==> config.mk <==
export PLATFORM = sky130hd
export DESIGN_NAME = debug_trace_unit
export DESIGN_NICKNAME = d
export VERILOG_FILES = /design/src/rtl/debug_trace_unit.sv
export SDC_FILE = /design/constraint.sdc
export NUM_CORES = 1
export LEC_CHECK = 0
export CORE_MARGIN = 1
export CORE_UTILIZATION = 30
export CTS_BUF_LIST = sky130_fd_sc_hd__clkbuf_4
export CTS_CLUSTER_DIAMETER = 50
export CTS_CLUSTER_SIZE = 12
export DETAILED_ROUTE_END_ITERATION = 8
export GPL_TIMING_DRIVEN = 0
export SYNTH_ARGS = -nofsm -noshare
export SYNTH_HDL_FRONTEND = slang
export SYNTH_SLANG_ARGS = --single-unit
==> constraint.sdc <==
create_clock -name clk -period 13.5 [get_ports clk]
set_input_delay 2.7 -clock clk [delete_from_list [all_inputs] [get_ports clk]]
set_output_delay 2.7 -clock clk [all_outputs]
set_load 0.01 [all_outputs]
==> src/rtl/debug_trace_unit.sv <==
// Trace monitor for the FFT128 core: detects configurable trigger events and queues
// fixed-length trace records into a FIFO that drains over a valid/ready port.
module debug_trace_unit #(
    parameter int unsigned NB       = 16,
    parameter int unsigned DEPTH    = 8,
    parameter int unsigned CFG_BASE = 16,
    parameter int unsigned OVF_W    = 8
) (
    input  logic          clk,
    input  logic          MRST,
    input  logic          START,
    input  logic          RDY,
    input  logic          OVF1,
    input  logic          OVF2,
    input  logic [NB-1:0] DR,
    input  logic [NB-1:0] DI,
    input  logic [NB+3:0] DOR,
    input  logic [NB+3:0] DOI,
    input  logic [6:0]    ADDR,
    input  logic [31:0]   DCP,
    input  logic [1:0]    Sel,
    input  logic          TREADY,
    output logic [31:0]   TP,
    output logic          TPE,
    output logic [7:0]    EV,
    output logic [31:0]   Val,
    output logic [15:0]   DROPS
);
    localparam int unsigned AW = $clog2(DEPTH);

    typedef enum logic [0:0] {StIdle, StEmit} state_e;
    state_e state_q, state_d;

    // Configuration bus: index latched in one cycle, data written the next.
    logic [7:0]  idx_q;
    logic [1:0]  sel_q;
    logic        wr_pend_q;
    logic [31:0] cfr_q [4];
    logic [31:0] cfg_off;
    assign cfg_off = 32'(idx_q) - 32'(CFG_BASE);

    always_ff @(posedge clk) begin
        if (MRST) begin
            idx_q     <= 8'hFF;
            sel_q     <= 2'b00;
            wr_pend_q <= 1'b0;
            for (int i = 0; i < 4; i++) cfr_q[i] <= '0;
        end else begin
            wr_pend_q <= DCP[31];
            if (DCP[31]) begin
                idx_q <= DCP[7:0];
                sel_q <= Sel;
            end
            if (wr_pend_q && cfg_off < 32'd4) cfr_q[cfg_off[1:0]] <= DCP;
        end
    end

    logic [7:0]       mode;
    logic             snap_en;
    logic [OVF_W-1:0] ovf_thr;
    logic [31:0]      cyc_lim;
    logic             unused_cfg;
    assign mode       = cfr_q[0][7:0];
    assign snap_en    = cfr_q[0][8];
    assign ovf_thr    = cfr_q[1][OVF_W-1:0];
    assign cyc_lim    = cfr_q[2];
    assign unused_cfg = ^{cfr_q[3], cfr_q[0][31:9], cfr_q[1][31:OVF_W]};

    // Frame tracking and performance/overflow counters.
    logic             start_q, rdy_q, active_q, ovf_hit_q, perf_hit_q;
    logic [31:0]      perf_q;
    logic [OVF_W-1:0] ovfcnt_q;
    logic             start_fall, rdy_rise, ovf_cond, perf_cond;
    assign start_fall = start_q & ~START;
    assign rdy_rise   = RDY & ~rdy_q;
    assign ovf_cond   = (ovfcnt_q > ovf_thr) && !ovf_hit_q;
    assign perf_cond  = active_q && (perf_q > cyc_lim) && !perf_hit_q;

    always_ff @(posedge clk) begin
        if (MRST) begin
            start_q    <= 1'b0;
            rdy_q      <= 1'b0;
            active_q   <= 1'b0;
            ovf_hit_q  <= 1'b0;
            perf_hit_q <= 1'b0;
            perf_q     <= '0;
            ovfcnt_q   <= '0;
        end else begin
            start_q <= START;
            rdy_q   <= RDY;
            if (start_fall) begin
                perf_q     <= 32'd1;
                active_q   <= 1'b1;
                ovfcnt_q   <= '0;
                ovf_hit_q  <= 1'b0;
                perf_hit_q <= 1'b0;
            end else begin
                if (active_q) begin
                    if (RDY) active_q <= 1'b0;
                    else if (perf_q != '1) perf_q <= perf_q + 32'd1;
                end
                if (OVF1 && ovfcnt_q != '1) ovfcnt_q <= ovfcnt_q + 1'b1;
                if (ovf_cond) ovf_hit_q <= 1'b1;
                if (perf_cond) perf_hit_q <= 1'b1;
            end
        end
    end

    // Trigger decode, record length and first word.
    logic        trig;
    logic [2:0]  len;
    logic [31:0] word0;
    always_comb begin
        trig  = 1'b0;
        len   = 3'd1;
        word0 = perf_q;
        case (mode)
            8'd1: trig = rdy_rise;
            8'd2: begin trig = start_fall; word0 = 32'({DI, DR}); end
            8'd3: begin trig = rdy_rise; len = 3'd4; end
            8'd4: begin trig = rdy_rise; len = 3'd6; word0 = 32'(ADDR); end
            8'd5: begin trig = OVF1 & OVF2; word0 = '1; end
            8'd6: begin trig = ovf_cond; word0 = 32'({ovfcnt_q, ADDR}); end
            8'd7: trig = perf_cond;
            default: ;
        endcase
    end

    logic [AW:0] cnt_q;
    logic        admit, drop, push, pop;
    assign admit = trig && (state_q == StIdle) && ((32'(cnt_q) + 32'(len)) <= DEPTH);
    assign drop  = trig && !admit;
    assign pop   = TPE & TREADY;

    // Record-in-flight state; layout is frozen at admission so CFR0 writes cannot alter it.
    logic [2:0]    k_q, rec_len_q;
    logic [NB+3:0] snap_dor_q, snap_doi_q;
    logic [6:0]    snap_addr_q;
    logic [31:0]   emit_word, wdata;

    always_ff @(posedge clk) begin
        if (MRST) state_q <= StIdle;
        else      state_q <= state_d;
    end

    always_comb begin
        state_d = state_q;
        case (state_q)
            StIdle: if (admit && len > 3'd1) state_d = StEmit;
            StEmit: if (k_q == rec_len_q - 3'd1) state_d = StIdle;
            default: state_d = StIdle;
        endcase
    end

    always_comb begin
        emit_word = 32'(snap_addr_q);
        if (rec_len_q == 3'd6)  emit_word = 32'(ADDR);
        else if (k_q == 3'd1)   emit_word = 32'(snap_dor_q);
        else if (k_q == 3'd2)   emit_word = 32'(snap_doi_q);
    end

    always_comb begin
        push  = 1'b0;
        wdata = word0;
        case (state_q)
            StIdle: push = admit;
            StEmit: begin push = 1'b1; wdata = emit_word; end
            default: ;
        endcase
    end

    always_ff @(posedge clk) begin
        if (MRST) begin
            k_q         <= '0;
            rec_len_q   <= 3'd1;
            snap_dor_q  <= '0;
            snap_doi_q  <= '0;
            snap_addr_q <= '0;
        end else if (state_q == StIdle) begin
            if (admit) begin
                k_q         <= 3'd1;
                rec_len_q   <= len;
                snap_dor_q  <= DOR;
                snap_doi_q  <= DOI;
                snap_addr_q <= ADDR;
            end
        end else begin
            k_q <= k_q + 3'd1;
        end
    end

    // Trace FIFO.
    logic [31:0]   mem_q [DEPTH];
    logic [AW-1:0] wr_ptr_q, rd_ptr_q;

    always_ff @(posedge clk) begin
        if (push) mem_q[wr_ptr_q] <= wdata;
    end

    always_ff @(posedge clk) begin
        if (MRST) begin
            wr_ptr_q <= '0;
            rd_ptr_q <= '0;
            cnt_q    <= '0;
        end else begin
            if (push) wr_ptr_q <= wr_ptr_q + 1'b1;
            if (pop)  rd_ptr_q <= rd_ptr_q + 1'b1;
            cnt_q <= cnt_q + (AW+1)'(push) - (AW+1)'(pop);
        end
    end

    assign TPE = (cnt_q != '0);
    assign TP  = TPE ? mem_q[rd_ptr_q] : '0;

    // Snapshot and drop accounting.
    logic [7:0]  ev_q;
    logic [31:0] val_q;
    logic [15:0] drops_q;

    always_ff @(posedge clk) begin
        if (MRST) begin
            ev_q    <= '0;
            val_q   <= '0;
            drops_q <= '0;
        end else begin
            if (!snap_en) begin
                ev_q <= '0;
            end else if (sel_q == 2'b11 && admit) begin
                ev_q  <= mode;
                val_q <= 32'({DI, DR});
            end
            if (drop && drops_q != 16'hFFFF) drops_q <= drops_q + 16'd1;
        end
    end

    assign EV    = ev_q;
    assign Val   = val_q;
    assign DROPS = drops_q;
endmodule

==> out/results.ini <==
[clock_tree]
cts_buffer_depth=3
cts_resized=0
numCtsBuffers=57
ctsRootBufferMaster=clkbuf_4
cts_tree=done
ctsHoldBuffers=0
htreeDepth=2
path_clk_slew_ps=130
cts.sinks=484
post-cts-setup-buffer-count=0
insertion_delay_ps=890

[route]
routed_wirelength_mm=63.4
firstDrtPassIters=5
vias_per_cell=5.06
drt_iter0_markers=1324
dr_total_vias=15145
drc=0
antenna_left=0
wl_per_cell_um=21.2

[setup_path]
worstPathRequired_ps=10800
path_cells=clkbuf_1 > buf_1 > mux4_2 > mux2i_1 > nor2_1 > clkdlybuf4s50_1
cp.buffers_inverters=3
critPathCaptureType=primary output
path_class=reg -> out
cp-start-kind=flop
path_max_fanout=10
crit_family=buffers and inverters
cp_slowest_cell=buf_1
slowest_delay_ps=770
cp.arrival_ps=3950

[final_layout]
stdcell_count=2991
final_area_mm2=0.0258
finalNetCount=2180
utilization=0.368
final_common_cell=edfxtp_1
mostFrequentLayoutCells=edfxtp_1 (305), clkdlybuf4s50_1 (208), dfxtp_1 (179), nor2_1 (156), a21oi_1 (110)
synthToLayoutAreaGrowth_pct=21.6
drive_above_1_share=0.116

[synthesis]
yosys_warnings=0
synth-seq-area-share=0.601
synth_seq_cells=484
synthArstFlopShare=0
syn-num-nets=1879
synth.distinct_cells=65
synth_simple_gate_area_share=0.125
synth_flop_cell=edfxtp_1
synth-compound-area-share=0.0789
synth_top_family_by_area=simple AND/OR/NAND/NOR gates
synth-edff-count=305
yosysTopAreaCellShare=0.432
syn_inst=1699
yosysTopAreaCell=edfxtp_1
postSynthAreaPerCell_um2=12.5
synth_area_leaders=edfxtp_1 (43%), dfxtp_1 (17%), mux4_2 (6.8%)
syn-cell-area_mm2=0.0212
synth_mux_area_frac=0.109
synth_fa_ha_area_frac=0.0361
synth_xor_area_frac=0.0182

[pwr]
irDropWorstVdd_mv=0.0608
power_density_mw_per_mm2=126
leakage_uw=0.00889
switching_share=0.285
power_switching_uw=925
p_seq_frac=0.493
clock_power_share=0.284
internal-power_uw=2320
combPwrFrac=0.223

[worst_hold_path]
hold_class=reg -> reg

[sta]
tns_ps=0
hold_viol_final=0
relSlewSlack=0.258
fmax_ghz=0.150
grt_setup_unrepaired=no
finalSetupViolCount=0
fin_crit_ps=6650
slew_viol_final=0
fin_hold_ws_ps=480
worst_clock_skew_ps=73.5
worstMarginPinSlew_ps=1100
finalCritPeriodShare=0.493

[global_route]
grt_pass1_vias=14998
grt_first_pass_wirelength_mm=93.2
grt_max_degree=33
antenna_found_initial=3
met3_usage=0.0307
overflow=0
grt_util_met2=0.288
met1_usage=0.235
top_usage_layer=met2
grtUsageTotal=0.174

[floorplanning]
die_w_um=268
die_area_mm2=0.0718
die_h_um=268
core_area_mm2=0.0700
io_pins=209
rows=97
initial_core_util=0.303

[placement]
dp_hpwl_mm=47.7
port_buffers=208
gp_congestion=0.880
placed_cells=2881
placed_area_mm2=0.0249

[outcome]
status=completed

[job]
cap_viol_max_count=0

==> path summary, 6_finish.rpt <==
| path | depth (start not counted) | slack (ps) | start | endpoint |
|---|---|---|---|---|
| max reg2reg | 18 | 7090 | cfr_q[0][3]$_SDFFCE_PN0P_ | mem_q[2][7]$_DFFE_PP_ |
| max | 6 | 6850 | flop | TP[6] |
| min reg2reg | 2 | 480 | EV[0]$_SDFFE_PP0P_ | EV[0]$_SDFFE_PP0P_ |
| min | 2 | 480 | EV[0]$_SDFFE_PP0P_ | EV[0]$_SDFFE_PP0P_ |
==> through the flow <==
stage / setup slack (ps) / power [uW]
after detailed placement: 6740 / 2370
final: 6850 / 3240
after floorplan: 5860 / 2050
after CTS: 6670 / 3280
after global placement: 1410 / 2350
after global routing: 6520 / 3380
==> Yosys cell counts (4+ instances only) <==
library cell / n
edfxtp_1: 305
dfxtp_1: 179
nor2_1: 156
a21oi_1: 110
mux2i_1: 85
clkbuf_1: 83
nand3_1: 77
mux4_2: 64
nand2_1: 64
inv_1: 62
ha_1: 58
and2_1: 57
o21ai_0: 45
and3_1: 29
nand4_1: 23
xnor2_1: 22
xor2_1: 22
a22oi_1: 20
nor2b_1: 20
buf_1: 15
o31ai_1: 15
o22ai_1: 14
a211oi_1: 13
a31oi_1: 13
nor3_1: 13
or4_1: 13
nand2b_1: 11
nor4_1: 11
buf_2: 10
or3_1: 10
a211o_1: 8
and4_1: 8
a221o_1: 7
a21o_1: 6
nor3b_1: 6
nor4b_1: 4
or2_2: 4
==> layer usage <==
| metal | vias to the layer above | wire [um] |
|---|---|---|
| li1 | 6947 | - |
| met5 | - | 16 |
| met3 | 85 | 4760 |
| met2 | 558 | 30000 |
| met4 | 2 | 1240 |
| met1 | 7553 | 27400 |
==> power groups by stage <==
stage	clock network (uW)	logic, uW	registers, uW
detailed placement	0	736	1630
global placement	0	722	1630
finish	921	723	1600
CTS	942	737	1600
floorplan	0	420	1630
global route	995	784	1600
==> sequential cells by signal (all words and copies together), names as in the netlist, named ones only <==
register,cells
mem_q,256
cfr_q,49
Val,32
perf_q,32
snap_doi_q,20
snap_dor_q,20
DROPS,16
EV,8
idx_q,8
ovfcnt_q,8
snap_addr_q,7
cnt_q,4
k_q,3
rd_ptr_q,3
rec_len_q,3
wr_ptr_q,3
sel_q,2
active_q,1
ovf_hit_q,1
perf_hit_q,1
rdy_q,1
start_q,1
state_q,1
wr_pend_q,1
==> final cells by class <==
type	instances	area (um2)
Multi-Input combinational cell	1043	7850
Inverter	63	236
Fill cell	6792	44200
Tap cell	940	1180
Antenna cell	2	5.00
Clock buffer	77	578
Buffer	109	429
Sequential cell	484	12700
Timing Repair Buffer	242	2440
Clock inverter	31	319
==> logic make-up after synthesis <==
| kind of cell | Yosys count |
|---|---|
| AND/OR/NAND/NOR | 517 |
| XOR/XNOR | 44 |
| multiplexers | 151 |
| adder cells (fa/ha/maj) | 60 |
| flip-flops | 484 |
| AO/OA/AOI/OAI | 271 |
| buffers and inverters | 172 |
==> worst register-to-register path: stages, from the launching register on <==
cell and delay (ps):
edfxtp_1 400, or4_4 580, or2_2 340, or3_1 320
clkbuf_1 190, clkbuf_1 260, nor2_1 370, inv_1 120
fa_1 460, xnor2_1 140, nor3b_1 220, o221a_2 360
o31ai_1 220, and2_1 250, clkbuf_1 300, nor4b_2 870
buf_4 350, buf_6 160, buf_4 170
No activity file was read; power rests on OpenSTA's default activity.
